**config.mk**
```make
export PLATFORM = sky130hd
export DESIGN_NAME = multicycle_ctrl_fsm_flat
export DESIGN_NICKNAME = d
export VERILOG_FILES = /design/src/rtl/multicycle_ctrl_fsm_pkg.sv /design/src/rtl/multicycle_ctrl_fsm_if.sv /design/src/rtl/multicycle_ctrl_fsm_decoder.sv /design/src/rtl/multicycle_ctrl_fsm.sv /design/src/flat_wrapper.sv
export SDC_FILE = /design/constraint.sdc
export NUM_CORES = 1
export LEC_CHECK = 0
export BUFFER_PORTS_ARGS = -buffer_cell sky130_fd_sc_hd__buf_2
export CORE_MARGIN = 5
export CORE_UTILIZATION = 50
export DETAILED_ROUTE_END_ITERATION = 8
export PLACE_DENSITY = 0.76
export SLEW_MARGIN = 20
export SYNTH_ARGS = -nofsm -noshare
export SYNTH_HDL_FRONTEND = slang
export SYNTH_SLANG_ARGS = --single-unit
```
**constraint.sdc**
```tcl
create_clock -name clk -period 7.4 [get_ports clk]
set_clock_uncertainty 0.1 [all_clocks]
set_input_delay 1.48 -clock clk [delete_from_list [all_inputs] [get_ports clk]]
set_output_delay 1.48 -clock clk [all_outputs]
set_load 0.005 [all_outputs]
```
**src/rtl/multicycle_ctrl_fsm_pkg.sv**
```systemverilog
// Shared constants, encodings and types for the multi-cycle RV32I control unit.
package ctrl_pkg;

  localparam int unsigned XLEN   = 32;
  localparam int unsigned REG_AW = 5;
  localparam int unsigned CNT_W  = 32;
  localparam int unsigned ALU_W  = 4;

  // RV32I major opcodes handled by this unit
  localparam logic [6:0] OPC_OP     = 7'b0110011;
  localparam logic [6:0] OPC_OP_IMM = 7'b0010011;
  localparam logic [6:0] OPC_LOAD   = 7'b0000011;
  localparam logic [6:0] OPC_STORE  = 7'b0100011;
  localparam logic [6:0] OPC_BRANCH = 7'b1100011;
  localparam logic [6:0] OPC_JAL    = 7'b1101111;

  // ALU operation encodings
  localparam logic [ALU_W-1:0] ALU_ADD  = 4'b0000;
  localparam logic [ALU_W-1:0] ALU_SUB  = 4'b0001;
  localparam logic [ALU_W-1:0] ALU_AND  = 4'b0010;
  localparam logic [ALU_W-1:0] ALU_OR   = 4'b0011;
  localparam logic [ALU_W-1:0] ALU_XOR  = 4'b0100;
  localparam logic [ALU_W-1:0] ALU_SLL  = 4'b0101;
  localparam logic [ALU_W-1:0] ALU_SRL  = 4'b0110;
  localparam logic [ALU_W-1:0] ALU_SRA  = 4'b0111;
  localparam logic [ALU_W-1:0] ALU_SLT  = 4'b1000;
  localparam logic [ALU_W-1:0] ALU_SLTU = 4'b1001;

  // Write-back and PC source selects
  localparam logic [1:0] WB_ALU    = 2'b00;
  localparam logic [1:0] WB_MEM    = 2'b01;
  localparam logic [1:0] WB_PC4    = 2'b10;
  localparam logic [1:0] PC_PLUS4  = 2'b00;
  localparam logic [1:0] PC_BRANCH = 2'b01;
  localparam logic [1:0] PC_JUMP   = 2'b10;

  // Trap cause codes
  localparam logic [1:0] CAUSE_NONE    = 2'b00;
  localparam logic [1:0] CAUSE_ILLEGAL = 2'b01;
  localparam logic [1:0] CAUSE_MEM_TO  = 2'b10;

  typedef enum logic [2:0] {
    ST_IDLE   = 3'd0,
    ST_DECODE = 3'd1,
    ST_EXEC   = 3'd2,
    ST_MEM    = 3'd3,
    ST_WB     = 3'd4,
    ST_TRAP   = 3'd5
  } state_e;

  typedef enum logic [2:0] {
    CLS_R      = 3'd0,
    CLS_I      = 3'd1,
    CLS_LOAD   = 3'd2,
    CLS_STORE  = 3'd3,
    CLS_BRANCH = 3'd4,
    CLS_JAL    = 3'd5,
    CLS_NONE   = 3'd6
  } iclass_e;

  // Decoder result bundle
  typedef struct packed {
    iclass_e          iclass;
    logic [ALU_W-1:0] alu_ctrl;
    logic             alu_src;
    logic             legal;
    logic             br_inv;
  } dec_t;

  // Branches whose taken condition is the inverse of alu_zero: BNE, BLT, BLTU
  function automatic logic branch_invert(input logic [2:0] funct3);
    return funct3[2] ? ~funct3[0] : funct3[0];
  endfunction

endpackage

```
**src/rtl/multicycle_ctrl_fsm_if.sv**
```systemverilog
// Instruction handshake, datapath status and control-strobe bundle.
interface multicycle_ctrl_fsm_if;
  import ctrl_pkg::*;

  logic              instr_valid;
  logic              instr_ready;
  logic [XLEN-1:0]   instruction;
  logic              alu_zero;
  logic              mem_ready;
  logic              trap_clear;
  logic [REG_AW-1:0] rs1_addr;
  logic [REG_AW-1:0] rs2_addr;
  logic [REG_AW-1:0] rd_addr;
  logic [ALU_W-1:0]  alu_ctrl;
  logic              alu_src;
  logic              mem_req;
  logic              mem_we;
  logic              rf_wen;
  logic [1:0]        wb_sel;
  logic              pc_wen;
  logic [1:0]        pc_sel;
  logic              trap;
  logic [1:0]        trap_cause;
  logic [CNT_W-1:0]  instret;

  // Datapath / fetch side
  modport master (
    output instr_valid, instruction, alu_zero, mem_ready, trap_clear,
    input  instr_ready, rs1_addr, rs2_addr, rd_addr, alu_ctrl, alu_src,
           mem_req, mem_we, rf_wen, wb_sel, pc_wen, pc_sel, trap, trap_cause, instret
  );

  // Control unit side
  modport slave (
    input  instr_valid, instruction, alu_zero, mem_ready, trap_clear,
    output instr_ready, rs1_addr, rs2_addr, rd_addr, alu_ctrl, alu_src,
           mem_req, mem_we, rf_wen, wb_sel, pc_wen, pc_sel, trap, trap_cause, instret
  );

endinterface

```
**src/rtl/multicycle_ctrl_fsm_decoder.sv**
```systemverilog
// Combinational instruction decoder: class, ALU op/operand select, legality.
module ctrl_decoder
  import ctrl_pkg::*;
(
  input  logic [6:0] opcode,
  input  logic [2:0] funct3,
  input  logic [6:0] funct7,
  output dec_t       dec
);

  logic f7_zero;
  logic f7_alt;

  assign f7_zero = (funct7 == 7'b0000000);
  assign f7_alt  = (funct7 == 7'b0100000);

  // Map opcode/funct fields onto the control class and ALU operation
  always_comb begin
    dec.iclass   = CLS_NONE;
    dec.alu_ctrl = ALU_ADD;
    dec.alu_src  = 1'b0;
    dec.legal    = 1'b0;
    dec.br_inv   = 1'b0;
    unique case (opcode)
      OPC_OP: begin
        dec.iclass = CLS_R;
        dec.legal  = f7_zero;
        unique case (funct3)
          3'b000: begin
            dec.alu_ctrl = f7_alt ? ALU_SUB : ALU_ADD;
            dec.legal    = f7_zero | f7_alt;
          end
          3'b001: dec.alu_ctrl = ALU_SLL;
          3'b010: dec.alu_ctrl = ALU_SLT;
          3'b011: dec.alu_ctrl = ALU_SLTU;
          3'b100: dec.alu_ctrl = ALU_XOR;
          3'b101: begin
            dec.alu_ctrl = f7_alt ? ALU_SRA : ALU_SRL;
            dec.legal    = f7_zero | f7_alt;
          end
          3'b110: dec.alu_ctrl = ALU_OR;
          default: dec.alu_ctrl = ALU_AND;
        endcase
      end
      OPC_OP_IMM: begin
        dec.iclass  = CLS_I;
        dec.alu_src = 1'b1;
        dec.legal   = 1'b1;
        unique case (funct3)
          3'b000: dec.alu_ctrl = ALU_ADD;
          3'b001: begin
            dec.alu_ctrl = ALU_SLL;
            dec.legal    = f7_zero;
          end
          3'b010: dec.alu_ctrl = ALU_SLT;
          3'b011: dec.alu_ctrl = ALU_SLTU;
          3'b100: dec.alu_ctrl = ALU_XOR;
          3'b101: begin
            dec.alu_ctrl = f7_alt ? ALU_SRA : ALU_SRL;
            dec.legal    = f7_zero | f7_alt;
          end
          3'b110: dec.alu_ctrl = ALU_OR;
          default: dec.alu_ctrl = ALU_AND;
        endcase
      end
      OPC_LOAD: begin
        dec.iclass  = CLS_LOAD;
        dec.alu_src = 1'b1;
        dec.legal   = (funct3 inside {3'b000, 3'b001, 3'b010, 3'b100, 3'b101});
      end
      OPC_STORE: begin
        dec.iclass  = CLS_STORE;
        dec.alu_src = 1'b1;
        dec.legal   = (funct3 inside {3'b000, 3'b001, 3'b010});
      end
      OPC_BRANCH: begin
        dec.iclass   = CLS_BRANCH;
        dec.legal    = !(funct3 inside {3'b010, 3'b011});
        dec.br_inv   = branch_invert(funct3);
        dec.alu_ctrl = !funct3[2] ? ALU_SUB : (funct3[1] ? ALU_SLTU : ALU_SLT);
      end
      OPC_JAL: begin
        dec.iclass  = CLS_JAL;
        dec.alu_src = 1'b1;
        dec.legal   = 1'b1;
      end
      default: ;
    endcase
  end

endmodule

```
**src/rtl/multicycle_ctrl_fsm.sv**
```systemverilog
// Multi-cycle RV32I control unit: IDLE->DECODE->EXEC->[MEM]->WB with trap and retire count.
module multicycle_ctrl_fsm
  import ctrl_pkg::*;
#(
  parameter int unsigned MEM_TIMEOUT = 16
) (
  input logic                 clk,
  input logic                 rst,
  multicycle_ctrl_fsm_if.slave bus
);

  localparam int unsigned TO_W = $clog2(MEM_TIMEOUT + 1);

  state_e            state_q, state_d;
  logic [XLEN-1:0]   ir_q, ir_d;
  logic [TO_W-1:0]   wait_cnt_q, wait_cnt_d;
  logic [CNT_W-1:0]  instret_q, instret_d;
  logic [1:0]        trap_cause_q, trap_cause_d;

  logic              instr_ready;
  logic [REG_AW-1:0] rs1_addr;
  logic [REG_AW-1:0] rs2_addr;
  logic [REG_AW-1:0] rd_addr;
  logic [ALU_W-1:0]  alu_ctrl;
  logic              alu_src;
  logic              mem_req;
  logic              mem_we;
  logic              rf_wen;
  logic [1:0]        wb_sel;
  logic              pc_wen;
  logic [1:0]        pc_sel;
  logic              retire;
  logic              in_flight;
  logic [REG_AW-1:0] ir_rd;
  dec_t              dec;

  assign ir_rd     = ir_q[11:7];
  assign in_flight = (state_q inside {ST_DECODE, ST_EXEC, ST_MEM, ST_WB});

  ctrl_decoder u_decoder (
    .opcode (ir_q[6:0]),
    .funct3 (ir_q[14:12]),
    .funct7 (ir_q[31:25]),
    .dec    (dec)
  );

  // State register
  always_ff @(posedge clk or posedge rst) begin
    if (rst) begin
      state_q <= ST_IDLE;
    end else begin
      state_q <= state_d;
    end
  end

  // Instruction, wait counter, retire counter and trap cause registers
  always_ff @(posedge clk or posedge rst) begin
    if (rst) begin
      ir_q         <= '0;
      wait_cnt_q   <= '0;
      instret_q    <= '0;
      trap_cause_q <= CAUSE_NONE;
    end else begin
      ir_q         <= ir_d;
      wait_cnt_q   <= wait_cnt_d;
      instret_q    <= instret_d;
      trap_cause_q <= trap_cause_d;
    end
  end

  // Next-state and per-state control decode
  always_comb begin
    state_d      = state_q;
    ir_d         = ir_q;
    wait_cnt_d   = wait_cnt_q;
    trap_cause_d = trap_cause_q;
    instret_d    = instret_q;
    retire       = 1'b0;
    instr_ready  = 1'b0;
    rs1_addr     = '0;
    rs2_addr     = '0;
    rd_addr      = '0;
    alu_ctrl     = ALU_ADD;
    alu_src      = 1'b0;
    mem_req      = 1'b0;
    mem_we       = 1'b0;
    rf_wen       = 1'b0;
    wb_sel       = WB_ALU;
    pc_wen       = 1'b0;
    pc_sel       = PC_PLUS4;

    // Register addresses and ALU controls stay stable while an instruction is in flight
    if (in_flight) begin
      rs1_addr = ir_q[19:15];
      rs2_addr = ir_q[24:20];
      rd_addr  = ir_rd;
      alu_ctrl = dec.alu_ctrl;
      alu_src  = dec.alu_src;
    end

    unique case (state_q)
      ST_IDLE: begin
        instr_ready = 1'b1;
        if (bus.instr_valid) begin
          ir_d    = bus.instruction;
          state_d = ST_DECODE;
        end
      end
      ST_DECODE: begin
        if (!dec.legal) begin
          trap_cause_d = CAUSE_ILLEGAL;
          state_d      = ST_TRAP;
        end else begin
          state_d = ST_EXEC;
        end
      end
      ST_EXEC: begin
        unique case (dec.iclass)
          CLS_BRANCH: begin
            pc_wen  = 1'b1;
            pc_sel  = (bus.alu_zero ^ dec.br_inv) ? PC_BRANCH : PC_PLUS4;
            retire  = 1'b1;
            state_d = ST_IDLE;
          end
          CLS_LOAD, CLS_STORE: begin
            wait_cnt_d = '0;
            state_d    = ST_MEM;
          end
          default: state_d = ST_WB;
        endcase
      end
      ST_MEM: begin
        mem_req = 1'b1;
        mem_we  = (dec.iclass == CLS_STORE);
        if (bus.mem_ready) begin
          if (dec.iclass == CLS_STORE) begin
            pc_wen  = 1'b1;
            pc_sel  = PC_PLUS4;
            retire  = 1'b1;
            state_d = ST_IDLE;
          end else begin
            state_d = ST_WB;
          end
        end else if (wait_cnt_q == TO_W'(MEM_TIMEOUT - 1)) begin
          trap_cause_d = CAUSE_MEM_TO;
          state_d      = ST_TRAP;
        end else begin
          wait_cnt_d = wait_cnt_q + TO_W'(1);
        end
      end
      ST_WB: begin
        rf_wen = (ir_rd != '0);
        unique case (dec.iclass)
          CLS_LOAD: wb_sel = WB_MEM;
          CLS_JAL:  wb_sel = WB_PC4;
          default:  wb_sel = WB_ALU;
        endcase
        pc_wen  = 1'b1;
        pc_sel  = (dec.iclass == CLS_JAL) ? PC_JUMP : PC_PLUS4;
        retire  = 1'b1;
        state_d = ST_IDLE;
      end
      ST_TRAP: begin
        if (bus.trap_clear) begin
          trap_cause_d = CAUSE_NONE;
          state_d      = ST_IDLE;
        end
      end
      default: state_d = ST_IDLE;
    endcase

    if (retire) begin
      instret_d = instret_q + CNT_W'(1);
    end
  end

  assign bus.instr_ready = instr_ready;
  assign bus.rs1_addr    = rs1_addr;
  assign bus.rs2_addr    = rs2_addr;
  assign bus.rd_addr     = rd_addr;
  assign bus.alu_ctrl    = alu_ctrl;
  assign bus.alu_src     = alu_src;
  assign bus.mem_req     = mem_req;
  assign bus.mem_we      = mem_we;
  assign bus.rf_wen      = rf_wen;
  assign bus.wb_sel      = wb_sel;
  assign bus.pc_wen      = pc_wen;
  assign bus.pc_sel      = pc_sel;
  assign bus.trap        = (state_q == ST_TRAP);
  assign bus.trap_cause  = trap_cause_q;
  assign bus.instret     = instret_q;

endmodule

```
**src/flat_wrapper.sv**
```systemverilog
// flat-port wrapper written by rule: the top's interface ports become plain ports
module multicycle_ctrl_fsm_flat import ctrl_pkg::*;
#(
  parameter int unsigned MEM_TIMEOUT = 16
)
  (clk, rst, bus_instr_valid, bus_instruction, bus_alu_zero, bus_mem_ready, bus_trap_clear, bus_instr_ready, bus_rs1_addr, bus_rs2_addr, bus_rd_addr, bus_alu_ctrl, bus_alu_src, bus_mem_req, bus_mem_we, bus_rf_wen, bus_wb_sel, bus_pc_wen, bus_pc_sel, bus_trap, bus_trap_cause, bus_instret);
  multicycle_ctrl_fsm_if bus_i ();
  input logic clk;
  input logic rst;
  input wire logic [$bits(bus_i.instr_valid)-1:0] bus_instr_valid;
  input wire logic [$bits(bus_i.instruction)-1:0] bus_instruction;
  input wire logic [$bits(bus_i.alu_zero)-1:0] bus_alu_zero;
  input wire logic [$bits(bus_i.mem_ready)-1:0] bus_mem_ready;
  input wire logic [$bits(bus_i.trap_clear)-1:0] bus_trap_clear;
  output wire logic [$bits(bus_i.instr_ready)-1:0] bus_instr_ready;
  output wire logic [$bits(bus_i.rs1_addr)-1:0] bus_rs1_addr;
  output wire logic [$bits(bus_i.rs2_addr)-1:0] bus_rs2_addr;
  output wire logic [$bits(bus_i.rd_addr)-1:0] bus_rd_addr;
  output wire logic [$bits(bus_i.alu_ctrl)-1:0] bus_alu_ctrl;
  output wire logic [$bits(bus_i.alu_src)-1:0] bus_alu_src;
  output wire logic [$bits(bus_i.mem_req)-1:0] bus_mem_req;
  output wire logic [$bits(bus_i.mem_we)-1:0] bus_mem_we;
  output wire logic [$bits(bus_i.rf_wen)-1:0] bus_rf_wen;
  output wire logic [$bits(bus_i.wb_sel)-1:0] bus_wb_sel;
  output wire logic [$bits(bus_i.pc_wen)-1:0] bus_pc_wen;
  output wire logic [$bits(bus_i.pc_sel)-1:0] bus_pc_sel;
  output wire logic [$bits(bus_i.trap)-1:0] bus_trap;
  output wire logic [$bits(bus_i.trap_cause)-1:0] bus_trap_cause;
  output wire logic [$bits(bus_i.instret)-1:0] bus_instret;
  assign bus_i.instr_valid = bus_instr_valid;
  assign bus_i.instruction = bus_instruction;
  assign bus_i.alu_zero = bus_alu_zero;
  assign bus_i.mem_ready = bus_mem_ready;
  assign bus_i.trap_clear = bus_trap_clear;
  assign bus_instr_ready = bus_i.instr_ready;
  assign bus_rs1_addr = bus_i.rs1_addr;
  assign bus_rs2_addr = bus_i.rs2_addr;
  assign bus_rd_addr = bus_i.rd_addr;
  assign bus_alu_ctrl = bus_i.alu_ctrl;
  assign bus_alu_src = bus_i.alu_src;
  assign bus_mem_req = bus_i.mem_req;
  assign bus_mem_we = bus_i.mem_we;
  assign bus_rf_wen = bus_i.rf_wen;
  assign bus_wb_sel = bus_i.wb_sel;
  assign bus_pc_wen = bus_i.pc_wen;
  assign bus_pc_sel = bus_i.pc_sel;
  assign bus_trap = bus_i.trap;
  assign bus_trap_cause = bus_i.trap_cause;
  assign bus_instret = bus_i.instret;
  multicycle_ctrl_fsm #(.MEM_TIMEOUT(MEM_TIMEOUT)) u_core (.clk(clk), .rst(rst), .bus(bus_i));
endmodule
```
; Word level (Yosys, flattened, before mapping)
; Index checks and enable logic that the tools add are counted.
[classes]
addsub = 2
n_eq_ne = 31
n_mux = 50
bitwise_logic = 3
n_reduce_logical = 18
[ops]
columns = cell, count
row1 = case mux 4 bit (7 select lines), 2
row2 = "adder 32 x 1 -> 32 bit, second input constant", 1
row3 = 2-to-1 mux 5 bit, 6
row4 = "== test 3 bit, second input constant", 7
row5 = "== test 7 x 6 -> 1 bit, second input constant", 3
row6 = "== test 3 x 2 -> 1 bit, second input constant", 6
row7 = 2-to-1 mux 3 bit, 6
row8 = case mux 3 bit (6 select lines), 1
row9 = 2-to-1 mux 1 bit, 16
row10 = case mux 3 bit (5 select lines), 1
row11 = "== test 7 bit, second input constant", 2
row12 = 2-to-1 mux 2 bit, 7
row13 = "!= test 2 bit, second input constant", 7
row14 = case mux 4 bit (3 select lines), 1
row15 = case mux 5 bit (2 select lines), 1
row16 = nonzero test 5 bit, 2
row17 = 2-to-1 mux 4 bit, 2
row18 = case mux 2 bit (2 select lines), 2
row19 = "== test 7 x 2 -> 1 bit, second input constant", 1
row20 = "== test 7 x 5 -> 1 bit, second input constant", 1
row21 = zero test 7 bit, 1
row22 = "== test 3 x 1 -> 1 bit, second input constant", 2
row23 = zero test 3 bit, 2
row24 = case mux 1 bit (6 select lines), 1
row25 = other kinds (20), 23
[word_totals]
register_bits = 74
inputBits = 38

; Longest topological paths before layout
; Gate-level depths: netlist (run 1).
[logic_depth]
word_depth = 7
ltp_mapped = 9
mapped_depth_nobuf = 8

; Modules after synthesis
; Synthesis (run 1) repeated with hierarchy kept, for this count alone.
[unflattened]
hier_cells = 361
area_unflattened_um2 = 3847.4
[by_module_without_submodules]
columns = module, instances, cells_per_inst, area_per_inst_um2, seq_area_each_um2
row1 = multicycle_ctrl_fsm, 1, 308, 3499.6, 1851.8
row2 = ctrl_decoder, 1, 53, 347.8, 0.0

; Least setup slack after synthesis (run 1)
; No wires, ideal clock.
[synth_path]
kind = input -> output
startpoint = input port bus_mem_ready
endpoint = output port bus_pc_wen
arrival_ns = 1.958
required_time_ns = 5.820
slack_ns = 3.862
cell_stages = 2
cell_sequence = a221oi_4 inv_2
[synth_via]
elab_chain_cells = 2
[synth_rtl]
columns = item, line
row1 = from (decl), flat_wrapper.sv:13  ; input wire logic [$bits(bus_i.mem_ready)-1:0] bus_mem_ready;
row2 = 2-to-1 mux 1 bit, multicycle_ctrl_fsm.sv:135  ; if (bus.mem_ready) begin
row3 = case mux 1 bit (3 select lines), multicycle_ctrl_fsm.sv:101  ; unique case (state_q)
row4 = to (decl), flat_wrapper.sv:25  ; output wire logic [$bits(bus_i.pc_wen)-1:0] bus_pc_wen;
; No other way between the ends.

; Worst setup path after layout (run 1)
; Same ends and word-level chain as after synthesis.

==> load_flow_metrics.sql, run 1 <==
INSERT INTO impl_metrics (metric_group, metric, value, unit) VALUES
('outcome', 'outcome', 'complete, no violations', ''),
('cts', 'tritoncts', 'yes', ''),
('power', 'power.share.switching', '36.32', '%'),
('power', 'power_density', '317.8', 'nW/µm²'),
('power', 'leakagePower', '2.337', 'nW'),
('placement', 'hpwl', '6666', 'µm'),
('critical_path', 'worstSetupStartpointType', 'primary input', ''),
('worst_hold_path', 'hold_class', 'flip-flop to flip-flop', ''),
('finish', 'layout-drive-gt1-share', '34.77', '%'),
('critical_path', 'critical_path_peak_fanout', '25', ''),
('cts', 'cts-root-to-sink-buffers', '2', ''),
('cts', 'postCtsSetupBuffers', '0', ''),
('global_route', 'overflow', '0', ''),
('sta', 'finalCritPeriodShare', '56.88', '%'),
('drt', 'post-route-drc-count', '0', ''),
('drt', 'postRouteAntennaNets', '0', ''),
('logic_synthesis', 'synth-simple-area-share', '24.56', '%'),
('drt', 'routed_wl', '9219', 'µm'),
('cts', 'clock_tree.htree_level_count', '3', ''),
('sta', 'worst_slew_pin_slew', '931.7', 'ps'),
('flow_run', 'max-cap-violations', '0', ''),
('cts', 'cts_num_sinks', '74', ''),
('logic_synthesis', 'net_count_after_synthesis', '424', ''),
('power', 'net-switching-power', '0.5492', 'mW'),
('logic_synthesis', 'synthesis.instances', '383', ''),
('critical_path', 'cell_type_with_the_highest_occurrence_count_on_the_critical_path', 'buf_2', ''),
('cts', 'cts_resized', '0', ''),
('placement', 'placement.io_buffers', '101', ''),
('logic_synthesis', 'synth_flop_cell', 'dfrtp_1', ''),
('power', 'report.power.total', '1.512', 'mW'),
('die', 'number_of_placement_rows', '32', ''),
('sta', 'final.hold.worst_slack', '361.9', 'ps'),
('finish', 'nets', '522', ''),
('logic_synthesis', 'synth-xor-area-share', '7.885', '%'),
('die', 'die_width', '99.43', 'µm'),
('logic_synthesis', 'postSynthRegisterBits', '74', ''),
('global_route', 'grtUsageMet1', '26.68', '%'),
('critical_path', 'critical-path-top-delay-family', 'buffers and inverters', ''),
('drt', 'drt_pre_antenna_iters', '5', ''),
('die', 'floorplan.initialDensity', '51.48', '%'),
('logic_synthesis', 'number_of_different_library_cells_in_the_post_synthesis_netlist', '54', ''),
('cts', 'path_clk_slew', '80', 'ps'),
('logic_synthesis', 'synth.area.mux_share', '8.980', '%'),
('power', 'combinational_power_share', '34.8', '%'),
('critical_path', 'cpMaxStageDelayCell', 'buf_4', ''),
('die', 'die_h', '99.43', 'µm'),
('critical_path', 'critPathKind', 'primary input to output port', ''),
('drt', 'detailedRoute.firstIterationViolations', '136', ''),
('cts', 'cts_made_buffers', '9', ''),
('global_route', 'grt.met2_usage', '30.22', '%'),
('critical_path', 'path_buf_inv', '4', ''),
('logic_synthesis', 'ys_warn_count', '0', ''),
('sta', 'max_freq', '0.2376', 'GHz'),
('global_route', 'grt_first_pass_wirelength', '15610', 'µm'),
('critical_path', 'critical_path_cell_list', 'buf_2 > a221oi_4 > buf_4 > inv_2 > buf_2', ''),
('power', 'ir_drop', '203.2', 'µV'),
('cts', 'clockRootBuffer', 'clkbuf_8', ''),
('sta', 'final-setup-viol-count', '0', ''),
('global_route', 'initial_antenna_violation_count', '0', ''),
('logic_synthesis', 'synthAdderAreaFrac', '0.9387', '%'),
('global_route', 'track_usage', '19.35', '%'),
('global_route', 'busiest_layer', 'met2', ''),
('cts', 'clk_latency', '340', 'ps'),
('die', 'core-area', '7767', 'µm²'),
('sta', 'finalSetupTns', '0', 'ps'),
('critical_path', 'cp.required', '5820', 'ps'),
('sta', 'worst_slew_margin_rel', '37.89', '%'),
('power', 'p_int', '0.9630', 'mW'),
('global_route', 'use_met3', '4.348', '%'),
('die', 'fp.dieArea', '9886', 'µm²'),
('logic_synthesis', 'avgSynthCellArea', '10.44', 'µm²');
==> Yosys cell counts (all sizes together) (2+ instances only) <==
library cell | n | share of area (%)
dfrtp | 74 | 46
mux2 | 31 | 8.7
nor2 | 29 | 2.7
nand2 | 27 | 2.5
xor2 | 25 | 5.5
nor3 | 21 | 2.6
and2 | 19 | 3.0
nand4 | 18 | 3.1
nand3 | 14 | 1.8
nor4 | 14 | 4.1
o21ai | 13 | 1.6
buf | 12 | 2.3
inv | 12 | 1.1
a21oi | 11 | 1.4
xnor2 | 11 | 2.4
clkbuf | 5 | 0.47
nand2b | 4 | 0.63
nor3b | 4 | 0.75
ha | 3 | 0.94
a21o | 2 | 0.38
a221oi | 2 | 0.88
a22oi | 2 | 0.38
and3 | 2 | 0.44
nand3b | 2 | 0.38
nor2b | 2 | 0.31
o21a | 2 | 0.38
o31ai | 2 | 0.50
or2 | 2 | 0.31
or3 | 2 | 0.34
==> area by class of cell <==
cell class	instances	area (µm²)
Fill cell	690	3009
Multi-Input combinational cell	280	1993
Sequential cell	74	1852
Timing Repair Buffer	104	528.0
Clock buffer	11	151.4
Tap cell	102	127.6
Clock inverter	5	61.31
Inverter	12	45.04
==> stage by stage <==
| step | util (%) | instances | setup slack [ps] | area [µm²] |
|---|---|---|---|---|
| floorplan | - | 383 | 3862 | 3999 |
| global placement | 58.52 | 572 | 3228 | 4546 |
| detailed placement | 58.52 | 572 | 3203 | 4546 |
| CTS | 61.26 | 588 | 3200 | 4758 |
| global route | 61.26 | 588 | 3105 | 4758 |
| finish | 61.26 | 588 | 3191 | 4758 |
==> per-layer routing <==
metal  vias up  share of wire (%)
met1      1585                 44
met5         -                  0
met3        13                6.4
met2        96                 48
met4         0                1.7
li1       1562                  -
==> cell families (layout without fill, tap and decap cells) <==
family                     after synthesis  count (layout)
adders and majority gates                3               3
AOI/OAI and AO/OA                       43              43
buffers and inverters                   29             132
xor gates and xnor gates                36              36
muxes                                   32              32
DFF                                     74              74
and+or+nand+nor                        166             166
==> registers in the layout, indices dropped and copies added (netlist names) <==
register	cells
u_core.bus.trap_cause	2
u_core.wait_cnt_q	5
u_core.ir_q	32
u_core.state_q	3
u_core.bus.instret	32
==> power groups by stage <==
stage               logic (mW)  registers, mW  clock network, mW
detailed placement       0.529          0.660                  0
finish                   0.526          0.653              0.333
global route             0.588          0.678              0.358
floorplan                0.428          0.605                  0
CTS                      0.533          0.652              0.340
global placement         0.517          0.652                  0
==> cells in the final DEF, fill, tap and decap left out, drive strengths merged, types with 11 or more instances in the layout <==
cell type / netlist / final
buf: 12 / 104
nor3: 21 / 21
and2: 19 / 19
xor2: 25 / 25
o21ai: 13 / 13
clkbuf: 5 / 11
nand3: 14 / 14
a21oi: 11 / 11
nor2: 29 / 29
inv: 12 / 13
mux2: 31 / 31
dfrtp: 74 / 74
nor4: 14 / 14
xnor2: 11 / 11
nand2: 27 / 27
nand4: 18 / 18
==> worst paths after layout <==
path / start / endpoint / slack [ps] / cells after the start
setup / recovery: bus_mem_ready / bus_pc_wen / 3190 / 5
hold / removal: u_core.bus.instret[31]$_DFFE_PP0P_ / u_core.bus.instret[31]$_DFFE_PP0P_ / 360 / 1
setup reg to reg: u_core.state_q[2]$_DFFE_PP0P_ / u_core.bus.instret[23]$_DFFE_PP0P_ / 4860 / 6
hold reg to reg: u_core.bus.instret[31]$_DFFE_PP0P_ / u_core.bus.instret[31]$_DFFE_PP0P_ / 360 / 1
max in group asynchronous: rst / u_core.bus.instret[23]$_DFFE_PP0P_ / 5280 / 3
min in group asynchronous: rst / u_core.ir_q[17]$_DFFE_PP0P_ / 1310 / 3
Note: power is estimated with default switching activity, not from simulation.
==> run 2, diff against run 1 <==
==> constraint.sdc (replaced) <==
create_clock -name clk -period 3.9 [get_ports clk]
set_clock_uncertainty 0.1 [all_clocks]
set_input_delay 0.78 -clock clk [delete_from_list [all_inputs] [get_ports clk]]
set_output_delay 0.78 -clock clk [all_outputs]
set_load 0.005 [all_outputs]
==> run 2 against run 1 <==
Die area did not move. Sequential cell count did not move. Sequential share of layout area is 0.22 points lower. Non-clock buffer count unchanged. Power rose by 96%. Via count increased by 0.28%. Critical path type is now flip-flop to output port. Critical endpoint is now bus_rd_addr[0].
==> load_flow_metrics.sql, run 2 (synthesis gave the netlist of run 1 again) <==
INSERT INTO impl_metrics (metric_group, metric, value, unit) VALUES
('outcome', 'outcome', 'complete, no violations', ''),
('worst_hold_path', 'hold_class', 'flip-flop to flip-flop', ''),
('drt', 'postRouteAntennaNets', '0', ''),
('power', 'power_density', '619.5', 'nW/µm²'),
('drt', 'routed_via_density', '5.562', ''),
('critical_path', 'timing.critical_path.arrival', '2420', 'ps'),
('drt', 'vias', '3265', ''),
('sta', 'timing.final.ws_setup', '596.2', 'ps'),
('placement', 'placed_cell_area', '4546', 'µm²'),
('sta', 'grt_setup_unrepaired', 'no', ''),
('cts', 'cts-root-to-sink-buffers', '2', ''),
('global_route', 'grt_max_degree', '75', ''),
('critical_path', 'worstSetupStartpointType', 'flip-flop', ''),
('sta', 'period_minus_slack', '3304', 'ps'),
('die', 'die_h', '99.43', 'µm'),
('sta', 'max_freq', '0.3027', 'GHz'),
('global_route', 'track_usage', '20.10', '%'),
('drt', 'drt-wirelength-per-cell', '15.97', 'µm'),
('finish', 'mostFrequentLayoutCell', 'buf_2', ''),
('cts', 'clock_tree.htree_level_count', '3', ''),
('placement', 'dp_worst_setup_slack', '992.4', 'ps'),
('finish', 'layout-drive-gt1-share', '34.43', '%'),
('cts', 'cts_made_buffers', '9', ''),
('sta', 'finalHoldViolCount', '0', ''),
('finish', 'stdcell_area', '4786', 'µm²'),
('critical_path', 'critical_path_peak_fanout', '15', ''),
('cts', 'cts_hold_buffers', '0', ''),
('cts', 'cts_resized', '0', ''),
('placement', 'placement.io_buffers', '101', ''),
('power', 'ir_drop', '395.3', 'µV'),
('cts', 'tritoncts', 'yes', ''),
('placement', 'numPlacedInstances', '572', ''),
('critical_path', 'cp.required', '3020', 'ps'),
('die', 'ios', '102', ''),
('drt', 'post-route-drc-count', '0', ''),
('global_route', 'initial_antenna_violation_count', '0', ''),
('sta', 'timing_max_transition_violations_final', '0', ''),
('finish', 'final_util', '61.61', '%'),
('finish', 'layout_common_cells', '101 x buf_2, 74 x dfrtp_1, 31 x mux2_2', ''),
('power', 'leakagePower', '2.358', 'nW'),
('die', 'die_width', '99.43', 'µm'),
('drt', 'detailedRoute.firstIterationViolations', '167', ''),
('finish', 'final_cell_count_no_fill', '587', ''),
('sta', 'worst_slew_margin_rel', '38.20', '%'),
('cts', 'clk_latency', '340', 'ps'),
('drt', 'routed_wl', '9376', 'µm'),
('die', 'number_of_placement_rows', '32', ''),
('die', 'core-area', '7767', 'µm²'),
('die', 'floorplan.initialDensity', '51.48', '%'),
('finish', 'diodes', '0', ''),
('drt', 'drt_pre_antenna_iters', '4', ''),
('finish', 'nets', '522', ''),
('sta', 'worst_slew_pin_slew', '927.0', 'ps'),
('die', 'fp.dieArea', '9886', 'µm²'),
('cts', 'cts_num_sinks', '74', ''),
('sta', 'final-setup-viol-count', '0', ''),
('cts', 'path_clk_slew', '80', 'ps'),
('global_route', 'grt_first_pass_wirelength', '16020', 'µm'),
('sta', 'finalSetupTns', '0', 'ps'),
('finish', 'area_growth', '19.68', '%'),
('global_route', 'overflow', '0', ''),
('global_route', 'grt_pass1_vias', '3272', ''),
('placement', 'hpwl', '6803', 'µm'),
('flow_run', 'max-cap-violations', '0', ''),
('critical_path', 'critPathCaptureType', 'output port', ''),
('placement', 'gp_congestion', '0.9547', ''),
('cts', 'postCtsSetupBuffers', '0', ''),
('cts', 'clockRootBuffer', 'clkbuf_8', ''),
('critical_path', 'critPathKind', 'flip-flop to output port', ''),
('sta', 'finalCritPeriodShare', '84.71', '%');
-- run 2: cell count changes in the layout (fill, tap and decap cells not counted) --
cell        delta
clkinvlp_4     -3
bufinv_16      +2
clkbuf_1       +1
clkbuf_8       -1
-- run 2: stage by stage --
step                      hold slack (ps)  power (mW)
after global placement              349.4       2.220
after global routing                413.7       3.193
after detailed placement            385.5       2.259
after floorplan                     364.7       1.961
after CTS                           398.2       2.992
final                               398.2       2.965
-- run 2: routing by layer --
metal | global-route usage [%] | vias to the layer above | wire length, µm | part of all wire (%)
met1 | 26.76 | 1595 | 4070 | 43
met2 | 32.54 | 102 | 4612 | 49
met4 | 7.458 | 0 | 120 | 1.3
met3 | 4.067 | 11 | 573 | 6.1
li1 | - | 1557 | - | -
met5 | 0 | - | 0 | 0
-- run 2: power breakdown --
group | internal, mW | total (mW) | switching, mW
clock network | 0.442 | 0.722 | 0.280
logic | 0.498 | 0.999 | 0.501
registers | 0.996 | 1.24 | 0.248
total | 1.94 | 2.96 | 1.03
-- run 2: layout make-up --
type	instances	area (µm²)
Fill cell	672	2982
Multi-Input combinational cell	280	1993
Sequential cell	74	1852
Timing Repair Buffer	104	528.0
Clock buffer	11	141.4
Tap cell	102	127.6
Clock inverter	4	98.84
Inverter	12	45.04
-- run 2: worst paths after layout --
path,from,end,slack [ps],cells after the start
setup / recovery,u_core.state_q[2]$_DFFE_PP0P_,bus_rd_addr[0],600,6
hold / removal,u_core.bus.instret[31]$_DFFE_PP0P_,u_core.bus.instret[31]$_DFFE_PP0P_,400,1
setup reg to reg,u_core.state_q[2]$_DFFE_PP0P_,u_core.bus.instret[23]$_DFFE_PP0P_,1400,6
hold reg to reg,u_core.bus.instret[31]$_DFFE_PP0P_,u_core.bus.instret[31]$_DFFE_PP0P_,400,1
max in group asynchronous,rst,u_core.state_q[1]$_DFFE_PP0P_,2490,3
min in group asynchronous,rst,u_core.ir_q[24]$_DFFE_PP0P_,620,3
-- run 2: critical path, stage by stage, from the launching register on --
cell,delay [ps]
dfrtp_1,650
inv_1,170
nand2_1,160
inv_1,80
nor2b_1,680
and2_1,240
buf_2,110
